## config.mk

```make
export PLATFORM = sky130hd
export DESIGN_NAME = serial_adder
export DESIGN_NICKNAME = d
export VERILOG_FILES = /design/src/rtl/serial_adder.sv
export SDC_FILE = /design/constraint.sdc
export NUM_CORES = 1
export LEC_CHECK = 0
export ABC_CLOCK_PERIOD_IN_PS = 3860
export CORE_MARGIN = 2
export CORE_UTILIZATION = 53
export DETAILED_ROUTE_END_ITERATION = 10
export PLACE_DENSITY = 0.82
export SETUP_SLACK_MARGIN = 0.1
export SLEW_MARGIN = 10
export SYNTH_ARGS = -nofsm -noshare
export SYNTH_HDL_FRONTEND = slang
export SYNTH_SLANG_ARGS = --single-unit
export TNS_END_PERCENT = 1
```

## constraint.sdc

```tcl
create_clock -name clk -period 3.86 [get_ports clk]
set_input_delay 1.158 -clock clk [delete_from_list [all_inputs] [get_ports clk]]
set_output_delay 1.158 -clock clk [all_outputs]
set_load 0.02 [all_outputs]
```

## src/rtl/serial_adder.sv

```systemverilog
// serial_adder: multi-cycle a + b + cin, one DIGIT_W-bit slice per clock,
// least significant slice first, with a start/busy/done handshake.
// The inter-slice carry is registered; partial results build up in a shadow
// register so the visible sum only changes on the completion edge.
module serial_adder #(
    parameter int unsigned WIDTH   = 32,
    parameter int unsigned DIGIT_W = 8
) (
    input  logic             clk,
    input  logic             rst_n,
    input  logic             start,
    input  logic [WIDTH-1:0] a,
    input  logic [WIDTH-1:0] b,
    input  logic             cin,
    output logic             busy,
    output logic             done,
    output logic [WIDTH-1:0] sum,
    output logic             Cout,
    output logic             ovf
);

    localparam int unsigned N_DIG = WIDTH / DIGIT_W;
    localparam int unsigned CNT_W = (N_DIG > 1) ? $clog2(N_DIG) : 1;
    localparam logic [CNT_W-1:0] LAST_CNT = CNT_W'(N_DIG - 1);

    typedef enum logic [1:0] {
        S_IDLE = 2'd0,
        S_RUN  = 2'd1,
        S_DONE = 2'd2
    } state_t;

    state_t             r_state;
    state_t             w_state_next;
    logic               w_accept;
    logic               w_last;

    logic [CNT_W-1:0]   r_cnt;
    logic [WIDTH-1:0]   r_a;
    logic [WIDTH-1:0]   r_b;
    logic               r_carry;
    logic [WIDTH-1:0]   r_shadow;
    logic [WIDTH-1:0]   r_sum;
    logic               r_cout;
    logic               r_ovf;

    logic [DIGIT_W-1:0] w_a_slice;
    logic [DIGIT_W-1:0] w_b_slice;
    logic [DIGIT_W:0]   w_add;
    logic [WIDTH-1:0]   w_shadow_next;

    assign w_last = (r_state == S_RUN) && (r_cnt == LAST_CNT);

    // State register
    always_ff @(posedge clk) begin
        if (!rst_n) begin
            r_state <= S_IDLE;
        end else begin
            r_state <= w_state_next;
        end
    end

    // Next-state logic; DONE accepts a new start directly for back-to-back use
    always_comb begin
        w_state_next = r_state;
        w_accept     = 1'b0;
        case (r_state)
            S_IDLE: begin
                if (start) begin
                    w_accept     = 1'b1;
                    w_state_next = S_RUN;
                end
            end
            S_RUN: begin
                if (w_last) begin
                    w_state_next = S_DONE;
                end
            end
            S_DONE: begin
                if (start) begin
                    w_accept     = 1'b1;
                    w_state_next = S_RUN;
                end else begin
                    w_state_next = S_IDLE;
                end
            end
            default: begin
                w_state_next = S_IDLE;
            end
        endcase
    end

    // Select the operand slices addressed by the slice counter
    always_comb begin
        w_a_slice = '0;
        w_b_slice = '0;
        for (int unsigned d = 0; d < N_DIG; d++) begin
            if (r_cnt == CNT_W'(d)) begin
                w_a_slice = r_a[d*DIGIT_W +: DIGIT_W];
                w_b_slice = r_b[d*DIGIT_W +: DIGIT_W];
            end
        end
    end

    // One-digit add with carry in and carry out
    assign w_add = {1'b0, w_a_slice} + {1'b0, w_b_slice} + {{DIGIT_W{1'b0}}, r_carry};

    // Shadow value with the current slice merged in; on the last slice this is the full result
    always_comb begin
        w_shadow_next = r_shadow;
        for (int unsigned d = 0; d < N_DIG; d++) begin
            if (r_cnt == CNT_W'(d)) begin
                w_shadow_next[d*DIGIT_W +: DIGIT_W] = w_add[DIGIT_W-1:0];
            end
        end
    end

    // Operand latch, slice progression and result commit
    always_ff @(posedge clk) begin
        if (!rst_n) begin
            r_cnt    <= '0;
            r_a      <= '0;
            r_b      <= '0;
            r_carry  <= 1'b0;
            r_shadow <= '0;
            r_sum    <= '0;
            r_cout   <= 1'b0;
            r_ovf    <= 1'b0;
        end else if (w_accept) begin
            r_a     <= a;
            r_b     <= b;
            r_carry <= cin;
            r_cnt   <= '0;
        end else if (r_state == S_RUN) begin
            r_shadow <= w_shadow_next;
            r_carry  <= w_add[DIGIT_W];
            r_cnt    <= r_cnt + CNT_W'(1);
            if (w_last) begin
                r_sum  <= w_shadow_next;
                r_cout <= w_add[DIGIT_W];
                r_ovf  <= (r_a[WIDTH-1] == r_b[WIDTH-1]) &&
                          (w_shadow_next[WIDTH-1] != r_a[WIDTH-1]);
            end
        end
    end

    assign busy = (r_state == S_RUN);
    assign done = (r_state == S_DONE);
    assign sum  = r_sum;
    assign Cout = r_cout;
    assign ovf  = r_ovf;

endmodule

```

==> results of run 1 <==
[layer usage]
| metal | up-vias | routed length (um) | GRT usage, % | part of all wire, % |
|---|---|---|---|---|
| li1 | 2635 | - | - | - |
| met1 | 2494 | 6770 | 32.8 | 45 |
| met2 | 129 | 7230 | 43.4 | 48 |
| met3 | 20 | 766 | 7.59 | 5.1 |
| met4 | 0 | 272 | 9.98 | 1.8 |
| met5 | - | 0 | 0 | 0 |
[cells by family (layout without fill, tap and decap cells)]
family,Yosys count,count (layout),synth area share (%)
mux,9,9,1.54
xor+xnor,2,2,0.300
flops,127,127,43.6
buf+inv,63,152,4.12
simple gates,293,293,21.3
compound gates,226,226,26.2
fa+ha+maj,13,13,3.05
[sequential cells by signal (all words and copies together) (netlist names)]
name,count
r_b,32
r_carry,1
sum,32
r_a,32
ovf,1
r_shadow,24
r_state,2
Cout,1
r_cnt,2
[repair_timing]
action / CTS / global route
buffers inserted: 0 / 0
setup endpoints to repair: 0 / 5
gates resized for setup: 0 / 3
[power by group through the flow]
stage               combinational, mW  clock, mW  sequential (mW)
floorplan                       0.239          0             1.41
global placement                0.368          0             1.42
detailed placement              0.380          0             1.42
CTS                             0.383       1.67             1.39
global route                    0.429       1.73             1.40
finish                          0.390       1.66             1.39
[path summary, 6_finish.rpt]
path                                    from           end  slack (ps)  cells after the start
worst max register to register      r_cnt[1]       sum[14]         330                     16
worst min-delay path            r_shadow[21]  r_shadow[21]         460                      2
worst min register to register  r_shadow[21]  r_shadow[21]         460                      2
worst max-delay path                r_cnt[1]       sum[14]         330                     16
[stage by stage]
step	setup slack, ps	area [sq um]	hold slack, ps	instances
final	327	7570	461	962
after global routing	95.0	7570	484	962
after CTS	319	7560	464	962
after detailed placement	329	6950	456	932
after global placement	507	6950	442	932
after floorplan	439	5830	434	733
[layout make-up]
type,count,area [sq um]
fillers,830,3220
multi-input cells,543,3080
flip-flops and latches,127,2540
repair buffers,118,1150
clock buffers,24,480
well taps,140,175
clock inverters,6,130
inverters,4,15.0
[synth_stat cells (3+ instances only)]
cell type,count
nand2_1,228
dfxtp_1,127
a21boi_0,93
a21oi_1,53
clkbuf_1,50
o21ai_0,31
nand3b_1,16
nor2b_1,13
nand3_1,12
ha_1,11
nor2_1,11
o211a_1,10
a31oi_1,9
mux2i_1,9
buf_1,6
o211ai_1,6
a211oi_1,4
and2_1,4
inv_1,4
buf_2,3
nand2b_1,3
o21a_1,3
[worst max-delay path, stage by stage, from the launching register on]
cell,delay (ps)
dfxtp_1,330
inv_1,100
ha_1,210
buf_4,210
nand3b_1,130
a21oi_1,70
a21oi_1,130
nor2_1,50
a21oi_1,170
fa_1,220
inv_1,50
fa_1,440
a211o_1,370
a211o_1,320
a211oi_4,360
mux2i_1,140
a21oi_1,170
==> run metrics, run 1 <==
via count=roughly 5300; min Tclk post-route=3530 ps; post-layout util=70.1%; Setup crit start kind=flop; leakage=2.92 nW; worst min-delay path class=reg2reg; ANT cells=0; share of synthesized area occupied by flip-flops and latches=43.6%; final wirelength=between 15 and 20 mm; commonest non-fill, non-tap cell in the layout=nand2_1; DRC viols=0; endpoint type of the worst setup path=flop; PD cells=455 nW/um^2; number of global-route vias before repair=between 5000 and 6000; GRT Util Overall=a little over a quarter; core area=10800 sq um; clock network power share=48.2%; fin nets=892; wire per inst=between 15 and 20 um; Internal=2.65 mW; switching pwr=0.795 mW; Post-CTS Hold Fix Bufs=0; Antenna Nets Post-Route=0; root buf cell=clkbuf_8; share of cells above drive strength 1=under 10%; Synth area leaders=dfxtp_1 44%, nand2_1 15%, a21boi_0 12%; CTS clk-pin slew, worst paths=60 ps; Yosys reg bits=127; critical setup path kind=reg2reg; unrepaired setup endpoints after global routing=false; Final TNS setup=0 ps; Iter 0 DRT Violations=298; switching share of power=23.1%; max-cap viol count=0; Syn. warnings=0; Post-synth EDFFs=0; Die Ht=109 um; Yosys cell types=42; Avg Inst Size Synth=7.96 sq um; status=finished, final reports clean; Top Ports=between 100 and 150; row cnt=38; htree depth=4; syn_nets=814; Final Setup Violations=0; Clock Latency Late Sink=540 ps; Synth Cell Area=a little under 6000 sq um; Die W=109 um; Longest Clk Path Bufs=2; first-pass GRT wire length=24.1 mm; Post-Syn Instances=733; final worst-path cycle share=91.5%; VDD IR-drop max=0.320 mV; FFs w/ async S/R, synth=0%; TritonRoute pass-1 iters=5; Syn-to-layout area delta=29.7%; Worst slew margin=between 30% and 40%; top-area cell type share of the netlist area=43.6%; sequential power share=about two fifths; Num CTS Buffers=17; CTS tree=built; Critical Path RT=4330 ps; arrival time of the worst setup path=about 4000 ps; antenna violations before repair=0; final hold violations=0; effective utilization at floorplan=between 50% and 60%; Comb pwr share=11.3%; FMAX=283 MHz; Synth Flop Type=dfxtp_1; largest fanout on the critical path=16; routability cong.=0.871; via/cell ratio=around 5.5; Final Max Tran Viols=0; clk sink count=127; Synth area leader=dfxtp_1; clock skew=5.21 ps; Worst Tran Pin Value=1020 ps; grt ovf=0; most frequent cells in the layout=228 x nand2_1, 127 x dfxtp_1, 102 x clkdlybuf4s50_1; PnR Total Power=3.44 mW; largest net degree at the start of global routing=approximately 130; dpl hpwl=10.3 mm; die area=about 12000 sq um; number of I/O port buffers=a little over 100
Note: power is estimated with default switching activity, not from simulation.
==> inputs of run 2 (changes only) <==
ABC_CLOCK_PERIOD_IN_PS = 3300   (was 3860)
REMOVE_ABC_BUFFERS = 1   (was default)
clock period = 3.3 ns   (was 3.86 ns; I/O delays follow)
==> run metrics, run 2 (synthesis gave the netlist of run 1 again) <==
Critical-path top delay cell=dfxtp_4 (was fa_1); largest net degree at the start of global routing=127 (unchanged); critical setup path kind=reg2reg (unchanged); VDD IR-drop max=0.327 mV (was 0.320 mV); row cnt=38 (unchanged); Hold Crit Depth=2 (unchanged); final wirelength=14.1 mm (was 15.0 mm); Worst Hold End=r_shadow[22] (was r_shadow[21]); most frequent CP cell=a21oi_1 (unchanged); Final TNS setup=0 ps (unchanged); filler cell count=833 (was 830); die area=11900 sq um (unchanged); final hold violations=0 (unchanged); worst stage delay on the critical path=380 ps (was 440 ps); largest fanout on the critical path=7 (was 16); DRC viols=0 (unchanged); Inst Count DP=936 (was 932); Top Ports=104 (unchanged); share of cells above drive strength 1=8.59% (was 6.45%); min Tclk post-route=3140 ps (was 3530 ps); wire per inst=14.6 um (was 15.6 um); r2r worst-path depth=17 (was 16); CTS clk-pin slew, worst paths=60 ps (about the same); GRT Util Overall=24.7% (was 26.4%); reg-to-reg critical path startpoint=r_cnt[0] (was r_cnt[1]); clk sink count=127 (unchanged); Worst slew margin=61.2% (was 31.8%); Antenna Nets Post-Route=0 (unchanged); Iter 0 DRT Violations=331 (was 298); TritonRoute pass-1 iters=5 (unchanged); Critical Path RT=3710 ps (was 4330 ps); worst min-delay path class=reg2reg (unchanged); routability cong.=0.809 (was 0.871); ANT cells=0 (unchanged); Worst Tran Pin Value=580 ps (was 1020 ps); crit-path leading delay family=compound AO/OA/AOI/OAI gates (unchanged); clock skew=8.65 ps (was 5.21 ps); most frequent cells in the layout=228 x nand2_1, 126 x dfxtp_1, 102 x clkdlybuf4s50_1 (was 228 x nand2_1, 127 x dfxtp_1, 102 x clkdlybuf4s50_1); via/cell ratio=5.49 (about the same); Clock Latency Late Sink=530 ps (was 540 ps); commonest non-fill, non-tap cell in the layout=nand2_1 (unchanged); endpoint type of the worst setup path=flop (unchanged); grt ovf=0 (unchanged); leakage=2.95 nW (was 2.92 nW); Setup Fix Bufs, Post-CTS=0 (unchanged); effective utilization at floorplan=54.1% (unchanged); core area=10800 sq um (unchanged); final worst-path cycle share=95.3% (was 91.5%); number of global-route vias before repair=4943 (was 5122); arrival time of the worst setup path=3560 ps (was 4000 ps); crit path buf inv count=4 (was 3); Final Max Tran Viols=0 (unchanged); Die W=109 um (unchanged); via count=5305 (was 5278); root buf cell=clkbuf_8 (unchanged); Longest Clk Path Bufs=2 (unchanged); first-pass GRT wire length=22.8 mm (was 24.1 mm); FF-to-FF setup slack=160 ps (was 330 ps); number of I/O port buffers=103 (unchanged); status=finished, final reports clean (unchanged); dpl hpwl=9.28 mm (was 10.3 mm); FMAX=318 MHz (was 283 MHz); max-cap viol count=0 (unchanged); fin nets=896 (was 892); Final Setup Violations=0 (unchanged); Num CTS Buffers=17 (unchanged); RR Endpoint=sum[6] (was sum[14]); PD cells=530 nW/um^2 (was 455 nW/um^2); CTS tree=built (unchanged); Syn-to-layout area delta=32.0% (was 29.7%); unrepaired setup endpoints after global routing=true (was false); htree depth=4 (unchanged); hold path startpoint=r_shadow[22] (was r_shadow[21]); Setup crit start kind=flop (unchanged); antenna violations before repair=0 (unchanged); Die Ht=109 um (unchanged); Post-Layout Cell Count=967 (was 962); critical path, cell by cell=inv_1 > ha_2 > nand3b_1 > a21oi_1 > a21oi_1 > nor2_1 > a21oi_2 > fa_1 > inv_1 > fa_2 > a211o_4 > a2111oi_4 > buf_4 > a211oi_2 > buf_4 > mux2i_1 > a21oi_1 (was inv_1 > ha_1 > buf_4 > nand3b_1 > a21oi_1 > a21oi_1 > nor2_1 > a21oi_1 > fa_1 > inv_1 > fa_1 > a211o_1 > a211o_1 > a211oi_4 > mux2i_1 > a21oi_1)
-- run 2: cell count changes in the layout (fill, tap and decap cells not counted), moves of 2 or more --
cell / previous run / this run
o21ai_0: 31 / 27
a21oi_1: 53 / 50
a21oi_2: 0 / 3
clkbuf_8: 5 / 2
clkinv_2: 2 / 5
ha_1: 11 / 8
o21ai_1: 2 / 5
buf_12: 1 / 3
clkbuf_1: 3 / 1
ha_2: 0 / 2
-- run 2: worst max-delay path by stage --
stage / endpoint / slack [ps] / from / depth (start not counted)
after floorplan: sum[22] / -530 / r_cnt[1] / 15
after global placement: sum[22] / 40 / r_cnt[0] / 17
after detailed placement: sum[6] / -120 / r_cnt[0] / 17
after CTS: sum[6] / 80 / r_cnt[1] / 15
after global routing: sum[6] / 10 / r_cnt[0] / 17
final: sum[6] / 160 / r_cnt[0] / 17
-- run 2: report_power, final --
group / internal [mW] / switching (mW)
registers: 1.59 / 0.0357
logic: 0.222 / 0.252
clock network: 1.31 / 0.668
total: 3.13 / 0.956
-- run 2: worst reg2reg max path: cells and delay by family (launching register included) --
family / cells / cell delay, ps
buffers and inverters: 4 / 450
flip-flops: 1 / 380
adder cells (fa/ha/maj): 3 / 790
AND/OR/NAND/NOR: 2 / 150
multiplexers: 1 / 160
AO/OA/AOI/OAI: 7 / 1110
-- run 2: what timing repair did --
action,4_1_cts,5_1_grt
pin swaps,1,1
setup endpoints to repair,24,37
resized for setup,6,15
hold buffers,0,0
-- run 2: cell type report --
| class | instances | area [sq um] | area share (%) |
|---|---|---|---|
| clock buffer | 19 | 432 | 5.60 |
| timing repair buffer | 122 | 1210 | 15.7 |
| tap | 140 | 175 | 2.27 |
| inverter | 4 | 15.0 | 0.195 |
| multi-input combinational | 543 | 3130 | 40.7 |
| clock inverter | 12 | 191 | 2.49 |
| sequential | 127 | 2550 | 33.1 |
-- run 2: per-stage QoR --
step	setup slack [ps]	utilization (%)	area (sq um)	total power, mW	hold WS [ps]
after global routing	10.8	71.4	7700	4.21	479
after floorplan	-529	-	5610	1.90	434
after CTS	80.7	70.8	7640	4.08	460
after detailed placement	-120	64.9	7000	2.11	452
final	156	71.4	7700	4.08	457
after global placement	38.4	64.9	7000	2.09	444
-- run 2: metal layers --
layer  track usage [%]  part of all wire, %
met1              29.6                   44
met2              43.0                   49
met3              5.26                  4.7
met4              9.89                  2.1
met5                 0                    0
==> inputs of run 3 (changes only) <==
ABC_CLOCK_PERIOD_IN_PS = 3100   (was 3300)
CAP_MARGIN = 30   (was default)
clock period = 3.1 ns   (was 3.3 ns; I/O delays follow)
==> run metrics, run 3 (synthesis gave the netlist of run 1 again) <==
status=complete, but fails checks (was finished, final reports clean); failing checks=setup timing; CTS tree=built (unchanged); filler cell count=789 (was 833); leakage=3.00 nW (was 2.95 nW); largest net degree at the start of global routing=127 (unchanged); Die W=109 um (unchanged); TritonRoute pass-1 iters=6 (was 5); Critical Path RT=3490 ps (was 3710 ps); Num CTS Buffers=17 (unchanged); share of cells above drive strength 1=11.1% (was 8.59%); critical path, cell by cell=inv_4 > ha_4 > nand3b_1 > a21oi_1 > a21oi_1 > nor2_1 > a21oi_2 > fa_2 > inv_2 > fa_2 > a211o_1 > a2111oi_4 > buf_4 > a211oi_2 > buf_4 > mux2i_2 > a21oi_2 (was inv_1 > ha_2 > nand3b_1 > a21oi_1 > a21oi_1 > nor2_1 > a21oi_2 > fa_1 > inv_1 > fa_2 > a211o_4 > a2111oi_4 > buf_4 > a211oi_2 > buf_4 > mux2i_1 > a21oi_1); Inst Count DP=947 (was 936); row cnt=38 (unchanged); effective utilization at floorplan=54.1% (unchanged); switching share of power=24.1% (was 23.4%); Syn-to-layout area delta=34.0% (was 32.0%); via count=5381 (was 5305); wire per inst=14.4 um (was 14.6 um); post-layout util=72.4% (was 71.4%); Comb pwr share=12.2% (was 11.6%); Worst Tran Pin Value=631 ps (was 580 ps); endpoint type of the worst setup path=flop (unchanged); first-pass GRT wire length=23.6 mm (was 22.8 mm); Antenna Nets Post-Route=0 (unchanged); Die Ht=109 um (unchanged); Worst Hold End=r_shadow[6] (was r_shadow[22]); number of global-route vias before repair=5122 (was 4943); worst min-delay path class=reg2reg (unchanged); r2r worst-path depth=17 (unchanged); root buf cell=clkbuf_8 (unchanged); fin nets=907 (was 896); switching pwr=1.04 mW (was 0.956 mW); dpl hpwl=9.24 mm (was 9.28 mm); antenna violations before repair=0 (unchanged); reg-to-reg critical path startpoint=r_cnt[1] (was r_cnt[0]); largest fanout on the critical path=7 (unchanged); Final Setup Violations=3 (was 0); Clock Latency Late Sink=530 ps (about the same); Critical-path top delay cell=a211o_1 (was dfxtp_4); clock skew=14.1 ps (was 8.65 ps); unrepaired setup endpoints after global routing=true (unchanged); htree depth=4 (unchanged); Top Ports=104 (unchanged); PD cells=551 nW/um^2 (was 530 nW/um^2); Iter 0 DRT Violations=350 (was 331); hold path startpoint=r_shadow[6] (was r_shadow[22]); final worst-path cycle share=102% (was 95.3%); Setup Fix Bufs, Post-CTS=0 (unchanged); fin area=7820 sq um (was 7700 sq um); final wirelength=14.1 mm (about the same); DRC viols=0 (unchanged); via/cell ratio=5.50 (was 5.49); final hold violations=0 (unchanged); Longest Clk Path Bufs=2 (unchanged); Placed Area=7090 sq um (was 7000 sq um); min Tclk post-route=3170 ps (was 3140 ps); critical setup path kind=reg2reg (unchanged); FF-to-FF setup slack=-70 ps (was 160 ps); max-cap viol count=0 (unchanged); CTS clk-pin slew, worst paths=60 ps (about the same); routability cong.=0.813 (was 0.809); Final TNS setup=-107 ps (was 0 ps); Hold Crit Depth=2 (unchanged); worst stage delay on the critical path=380 ps (about the same); FMAX=316 MHz (was 318 MHz); most frequent cells in the layout=228 x nand2_1, 125 x dfxtp_1, 102 x clkdlybuf4s50_1 (was 228 x nand2_1, 126 x dfxtp_1, 102 x clkdlybuf4s50_1); Setup crit start kind=flop (unchanged); GRT Util Overall=25.1% (was 24.7%); Worst slew margin=57.8% (was 61.2%); clk sink count=127 (unchanged); number of I/O port buffers=103 (unchanged); clock network power share=47.6% (was 48.5%); Internal=3.27 mW (was 3.13 mW); Final WS setup=-68.0 ps (was 156 ps); arrival time of the worst setup path=3560 ps (about the same); sequential power share=40.2% (was 39.9%); ANT cells=0 (unchanged); Post-Layout Cell Count=979 (was 967); die area=11900 sq um (unchanged); Post-CTS Hold Fix Bufs=0 (unchanged); commonest non-fill, non-tap cell in the layout=nand2_1 (unchanged); VDD IR-drop max=0.334 mV (was 0.327 mV); core area=10800 sq um (unchanged); RR Endpoint=sum[22] (was sum[6]); grt ovf=0 (unchanged); Final Max Tran Viols=0 (unchanged)
-- run 3: cell count changes in the layout (fill, tap and decap cells not counted), moves of 3 or more --
cell	change
buf_4	+10
clkinvlp_4	+3
a21oi_2	+3
a21oi_1	-3
-- run 3: worst max-delay path by stage --
stage | end | startpoint | slack (ps)
6_report | sum[22] | r_cnt[1] | -70
2_1_floorplan | sum[22] | r_cnt[1] | -730
4_1_cts | sum[22] | r_cnt[1] | 10
3_5_place_dp | sum[22] | r_cnt[1] | -230
3_3_place_gp | sum[22] | r_cnt[1] | -110
5_1_grt | sum[22] | r_cnt[1] | -250
-- run 3: area by class of cell --
| class | instances | area [sq um] | share of cell area (%) |
|---|---|---|---|
| multi-input combinational | 543 | 3160 | 40.5 |
| sequential | 127 | 2540 | 32.6 |
| timing repair buffer | 133 | 1300 | 16.6 |
| clock buffer | 18 | 428 | 5.47 |
| clock inverter | 14 | 191 | 2.45 |
| tap | 140 | 175 | 2.24 |
| inverter | 4 | 17.5 | 0.224 |
-- run 3: per-layer routing --
layer | share of wire [%] | GRT usage (%) | vias up
li1 | - | - | 2680
met1 | 43 | 30.9 | 2526
met2 | 50 | 44.0 | 154
met3 | 5.0 | 5.20 | 21
met4 | 1.5 | 7.51 | 0
met5 | 0 | 0 | -
-- run 3: power by group through the flow --
stage                     combinational [mW]  clock, mW  sequential [mW]
after global routing                   0.581       2.15             1.74
after global placement                 0.477          0             1.76
after CTS                              0.510       2.07             1.73
final                                  0.525       2.05             1.73
after floorplan                        0.271          0             1.75
after detailed placement               0.493          0             1.76
-- run 3: timing repair --
item                                    in CTS  in global routing
pin swaps                                    7                  6
endpoints found under the setup margin      37                 36
resized for setup                           24                 11
cloned                                       0                  0
-- run 3: stage by stage --
step                      hold WS (ps)  power [mW]  setup slack [ps]
after floorplan                    434        2.03              -729
after global placement             444        2.24              -106
after detailed placement           447        2.26              -225
after CTS                          456        4.32              12.8
after global routing               477        4.47              -245
final                              460        4.31             -68.0
-- run 3: critical path: cells and delay by family (launching register included) --
family / cells / cell delay, ps
compound gates: 7 / 1150
fa+ha+maj: 3 / 740
buf+inv: 4 / 440
flops: 1 / 330
simple gates: 2 / 180
mux: 1 / 180
==> edit 1: new RTL, config.mk and constraints of run 1 <==
Reset style: asynchronous (`rst_n`), changed in 2 clocked blocks.
--- a/src/rtl/serial_adder.sv
+++ b/src/rtl/serial_adder.sv
@@ -51,7 +51,7 @@
     assign w_last = (r_state == S_RUN) && (r_cnt == LAST_CNT);
 
     // State register
-    always_ff @(posedge clk) begin
+    always_ff @(posedge clk or negedge rst_n) begin
         if (!rst_n) begin
             r_state <= S_IDLE;
         end else begin
@@ -115,7 +115,7 @@
     end
 
     // Operand latch, slice progression and result commit
-    always_ff @(posedge clk) begin
+    always_ff @(posedge clk or negedge rst_n) begin
         if (!rst_n) begin
             r_cnt    <= '0;
             r_a      <= '0;
Behaviour: differs if rst_n is asserted again (counterexample within 4 cycles, from zero or initial values and one cycle with rst_n low); with rst_n held inactive, the same outputs for 10 cycles.
==> edit 1 against run 1 <==
  * Area after synthesis barely moved
  * Worst setup slack got worse by 0.0079 ns
  * Routed wire length fell by 10%
  * Sequential cell count did not move
  * Final area rose by 0.35%
  * Highest routed layer unchanged
Power is not compared: it rests on default switching activity, and its combinational part moved more than twofold at a synthesized area within 25%.
==> edit 1: results (changes against run 1) <==
Worst hold path
  – Worst hold stages: 2 (unchanged)
  – HP Class: reg2reg (unchanged)

Power
  – LEAKAGE: 3.26 nW

CTS
  – Worst skew pair latency: 0.52 ns (was 0.54 ns)
  – H-tree depth: 4 (unchanged)
  – Post-cts repair resize count: 0 (unchanged)
  – Cts bufs inserted: 17 (unchanged)
  – Clock-pin transition on the worst setup and hold timing paths: 0.06 ns (about the same)
  – CTS root buffer: clkbuf_8 (unchanged)
  – Buffer count from post-CTS setup fixing: 0 (unchanged)
  – Clk buf depth: 2 (unchanged)

Cells and area
  – Final #Nets: 731 (was 892)
  – Share of cells above drive strength 1: 0.181 (was 0.0645)
  – FILL cells: 790 (was 830)

Drt
  – WL/cell: 16.8 um (was 15.6 um)
  – DR vias: 4513 (was 5278)
  – Initial DRT Pass Iterations: 5 (unchanged)
  – Initial DRC Count: 265 (was 298)

Setup path
  – CP max-delay cell: o21ai_0 (was fa_1)
  – Worst reg2reg path depth: 13 (was 16)
  – Worst-path maximum fanout: 28 (was 16)
  – Slowest cell delay on critical path: 0.61 ns (was 0.44 ns)
  – Worst EP arrival: 3.96 ns (was 4.00 ns)

Placement
  – Dpl hpwl: 9870 um (was 10300 um)
  – Post-DP Area: 7050 um^2 (was 6950 um^2)
  – Routability cong.: 0.875 (was 0.871)
  – Setup WS pre-CTS: 0.451 ns (was 0.329 ns)

Synth
  – Xor and xnor area share after synthesis: 0.00600 (was 0.00300)
  – Mux share of post-synthesis cell area: 0.145 (was 0.0154)
  – Commonest cells post-synth: 127 x dfrtp_1, 98 x nand2_1, 72 x o21ai_0 (was 228 x nand2_1, 127 x dfxtp_1, 93 x a21boi_0)
  – Synth Area in Adders: 0.0304 (was 0.0305)
  – Synth top area cells: dfrtp_1 54%, mux2_2 13%, nand2_1 6.3% (was dfxtp_1 44%, nand2_1 15%, a21boi_0 12%)
  – Post-synthesis sequential area ratio: 0.544 (was 0.436)
  – Synth warn: 0 (unchanged)
  – Synth unique cells: 39 (was 42)
  – Net count after synthesis: 627 (was 814)
  – Async SR Flop Fraction: 1.00 (was 0)
  – Main synth FF type: dfrtp_1 (was dfxtp_1)
  – Synth Area in Compound Gates: 0.130 (was 0.262)

Global routing
  – GR Util met3: 0.0580 (was 0.0759)
  – M1 GR Usage: 0.312 (was 0.328)
  – Largest net degree at the start of global routing: 67 (was 127)
  – Vias in the first global route: 4453 (was 5122)
  – First-pass GRT wire length: 21900 um (was 24100 um)
  – Met2 global-route usage: 0.406 (was 0.434)
  – Total GRT Usage: 0.245 (was 0.264)

Run status
  – Status: complete, no violations (unchanged)

STA
  – Clock skew: 0.00965 ns (was 0.00521 ns)
  – Worst slew pin tran: 0.816 ns (was 1.02 ns)
  – TNS Setup: 0 ns (unchanged)
==> edit 1: per-stage QoR <==
step	utilization	total power [mW]	hold slack, ns	cells
final	0.704	7.97	0.475	802
after floorplan	-	5.03	0.442	546
after global placement	0.653	6.34	0.456	771
after detailed placement	0.653	6.50	0.466	771
after global routing	0.704	8.54	0.499	802
after CTS	0.704	7.98	0.478	802
==> edit 1: cells by family after synthesis <==
group | Yosys count
AOI/OAI and AO/OA | 139
DFF | 127
and+or+nand+nor | 145
adders and majority gates | 13
buffers and inverters | 42
xor gates and xnor gates | 4
muxes | 76
==> edit 1: worst paths after layout <==
kind / start / endpoint / slack (ns)
min in group asynchronous: rst_n / sum[10]$_DFFE_PN0P_ / 0.73
max in group asynchronous: rst_n / sum[11]$_DFFE_PN0P_ / 2.30
worst min-delay path: sum[31]$_DFFE_PN0P_ / sum[31]$_DFFE_PN0P_ / 0.48
worst max-delay path: r_cnt[1]$_DFFE_PN0P_ / sum[27]$_DFFE_PN0P_ / 0.32
worst min register to register: sum[31]$_DFFE_PN0P_ / sum[31]$_DFFE_PN0P_ / 0.48
worst max register to register: r_cnt[1]$_DFFE_PN0P_ / sum[27]$_DFFE_PN0P_ / 0.32
==> edit 1: per-layer routing <==
metal  vias to the layer above  wire [um]  part of all wire
li1                       2110          -                 -
met1                      2216       5740              0.43
met2                       164       6700              0.50
met3                        23        741             0.055
met4                         0        272             0.020
met5                         -          0                 0
==> edit 1: critical path: cells and delay by family (launching register included) <==
family / cells / cell delay [ns]
AND/OR/NAND/NOR: 3 / 0.58
flip-flops: 1 / 0.40
AO/OA/AOI/OAI: 6 / 1.59
adder cells (fa/ha/maj): 2 / 0.53
buffers and inverters: 2 / 0.32
==> edit 1: power breakdown <==
part / leakage [nW] / total (mW) / switching (mW) / internal (mW)
Sequential: 1.54 / 2.37 / 0.381 / 1.99
Combinational: 1.46 / 4.14 / 2.38 / 1.77
Clock: 0.262 / 1.45 / 0.559 / 0.896
Total: 3.26 / 7.97 / 3.32 / 4.65
==> edit 1: layout make-up <==
cell class,count,area share
flip-flops and latches,127,0.418
multi-input cells,377,0.329
repair buffers,120,0.154
clock buffers,21,0.0605
well taps,140,0.0231
clock inverters,10,0.0117
inverters,7,0.00346
==> edit 2: new RTL, flow settings as in run 1 <==
Without the edit above. Set the parameter `DIGIT_W` to 16 (it was 8).
--- a/src/rtl/serial_adder.sv
+++ b/src/rtl/serial_adder.sv
@@ -4,7 +4,7 @@
 // register so the visible sum only changes on the completion edge.
 module serial_adder #(
     parameter int unsigned WIDTH   = 32,
-    parameter int unsigned DIGIT_W = 8
+    parameter int unsigned DIGIT_W = 16
 ) (
     input  logic             clk,
     input  logic             rst_n,
Function: changed (Yosys sat finds a counterexample within 4 cycles, from zero or initial values and one cycle with rst_n low).
==> edit 2 against run 1 <==
  * Cell count is 7.4% lower
  * Routed wire length shrank 7.2%
  * Sequential cell count is 9 lower
  * Power rose by 2.5%
  * Core utilization up 2.6 points
  * Final area decreased by 6.5%
  * Hold slack got worse by 0.0078 ns
  * Non-clock buffer count shrank 7
  * Worst setup slack better by 0.065 ns
  * Synthesized cell count down 9.8%
  * Area after synthesis decreased by 9.1%
==> edit 2: results (changes against run 1) <==
Synth
  – Commonest cells post-synth: 209 x nand2_1, 118 x dfxtp_1, 105 x a21oi_1 (was 228 x nand2_1, 127 x dfxtp_1, 93 x a21boi_0)
  – Post-synthesis sequential area ratio: 0.446 (was 0.436)
  – Main synth FF type: dfxtp_1 (unchanged)
  – Synth top area cells: dfxtp_1 45%, nand2_1 15%, a21oi_1 9.9% (was dfxtp_1 44%, nand2_1 15%, a21boi_0 12%)
  – Syn_area_per_cell: 8.02 um^2 (was 7.96 um^2)
  – Synth unique cells: 47 (was 42)
  – Net count after synthesis: 746 (was 814)

Global routing
  – GR Util met3: 0.0495 (was 0.0759)
  – Vias in the first global route: 4760 (was 5122)
  – M1 GR Usage: 0.336 (was 0.328)
  – First-pass GRT wire length: 22800 um (was 24100 um)
  – Largest net degree at the start of global routing: 71 (was 127)
  – Met2 global-route usage: 0.428 (was 0.434)
  – Initial antenna violation count: 0 (unchanged)
  – Total GRT Usage: 0.258 (was 0.264)

Power
  – Max VDD drop: 0.000252 V (was 0.000320 V)
  – LEAKAGE: 2.79 nW (was 2.92 nW)

CTS
  – H-tree depth: 4 (unchanged)
  – CTS root buffer: clkbuf_8 (unchanged)
  – Clock-pin transition on the worst setup and hold timing paths: 0.06 ns (about the same)
  – Post-cts repair resize count: 0 (unchanged)
  – Cts bufs inserted: 17 (unchanged)
  – Clk buf depth: 2 (unchanged)
  – Worst skew pair latency: 0.52 ns (was 0.54 ns)
  – Hold_buf cts: 0 (unchanged)

STA
  – Clock skew: 0.0101 ns (was 0.00521 ns)
  – Rel. slew slack: 0.156 (was 0.318)

Drt
  – DR vias: 4916 (was 5278)
  – Vias per cell: 5.52 (was 5.49)
  – Drt total wl: 13900 um (was 15000 um)
  – Initial DRC Count: 373 (was 298)
  – Initial DRT Pass Iterations: 5 (unchanged)

Placement
  – Routability cong.: 0.919 (was 0.871)
  – Inst Count DP: 859 (was 932)
  – PortBufs: 103 (unchanged)
  – Dpl hpwl: 9200 um (was 10300 um)

Setup path
  – Worst-path maximum fanout: 5 (was 16)
  – R2r startpoint: r_cnt$_SDFFE_PP0P_ (was r_cnt[1]$_SDFFE_PP0P_)
  – CP Class: reg2reg (unchanged)
  – Slowest cell delay on critical path: 0.47 ns (was 0.44 ns)
  – CP max-delay cell: a221oi_2 (was fa_1)
  – Worst EP arrival: 3.87 ns (was 4.00 ns)

Cells and area
  – FILL cells: 726 (was 830)
  – Final #Nets: 830 (was 892)
  – Share of cells above drive strength 1: 0.111 (was 0.0645)

Run status
  – Status: complete, no violations (unchanged)

Worst hold path
  – HP Class: reg2reg (unchanged)
  – Hold Startpoint: sum[14]$_SDFFE_PN0P_ (was r_shadow[21]$_SDFFE_PN0P_)
edit 2: through the flow:
| stage | area, um^2 | setup WS (ns) | power, mW |
|---|---|---|---|
| after floorplan | 5300 | 0.422 | 1.60 |
| after global placement | 6410 | 0.563 | 1.75 |
| after detailed placement | 6410 | 0.497 | 1.76 |
| after CTS | 7080 | 0.459 | 3.53 |
| after global routing | 7080 | 0.198 | 3.64 |
| final | 7080 | 0.392 | 3.53 |
edit 2: report_power, final:
| part | leakage (nW) | switching [mW] | internal (mW) |
|---|---|---|---|
| registers | 0.963 | 0.0370 | 1.28 |
| clock network | 0.321 | 0.564 | 1.21 |
| logic | 1.51 | 0.241 | 0.193 |
edit 2: final cells by class:
type                       instances  area (um^2)  area share
tap                              133          166      0.0235
clock inverter                    12          223      0.0315
timing repair buffer             111         1100       0.156
inverter                           5         18.8     0.00265
multi-input combinational        492         2760       0.390
sequential                       118         2360       0.334
clock buffer                      20          445      0.0629
edit 2: worst paths after layout:
check / endpoint / slack, ns / depth (start not counted)
setup / recovery: sum[30]$_SDFFE_PN0P_ / 0.39 / 9
hold / removal: sum[14]$_SDFFE_PN0P_ / 0.45 / 2
setup reg to reg: sum[30]$_SDFFE_PN0P_ / 0.39 / 9
hold reg to reg: sum[14]$_SDFFE_PN0P_ / 0.45 / 2
edit 2: routing by layer:
layer	wire length (um)	part of all wire
met1	6210	0.45
met3	793	0.057
met4	175	0.013
met5	0	0
met2	6770	0.49
edit 2: logic make-up after synthesis:
| group | Yosys count | synth area share |
|---|---|---|
| mux | 36 | 0.0758 |
| compound gates | 159 | 0.178 |
| buf+inv | 51 | 0.0361 |
| xor+xnor | 8 | 0.0132 |
| simple gates | 272 | 0.208 |
| fa+ha+maj | 17 | 0.0430 |
| flops | 118 | 0.446 |
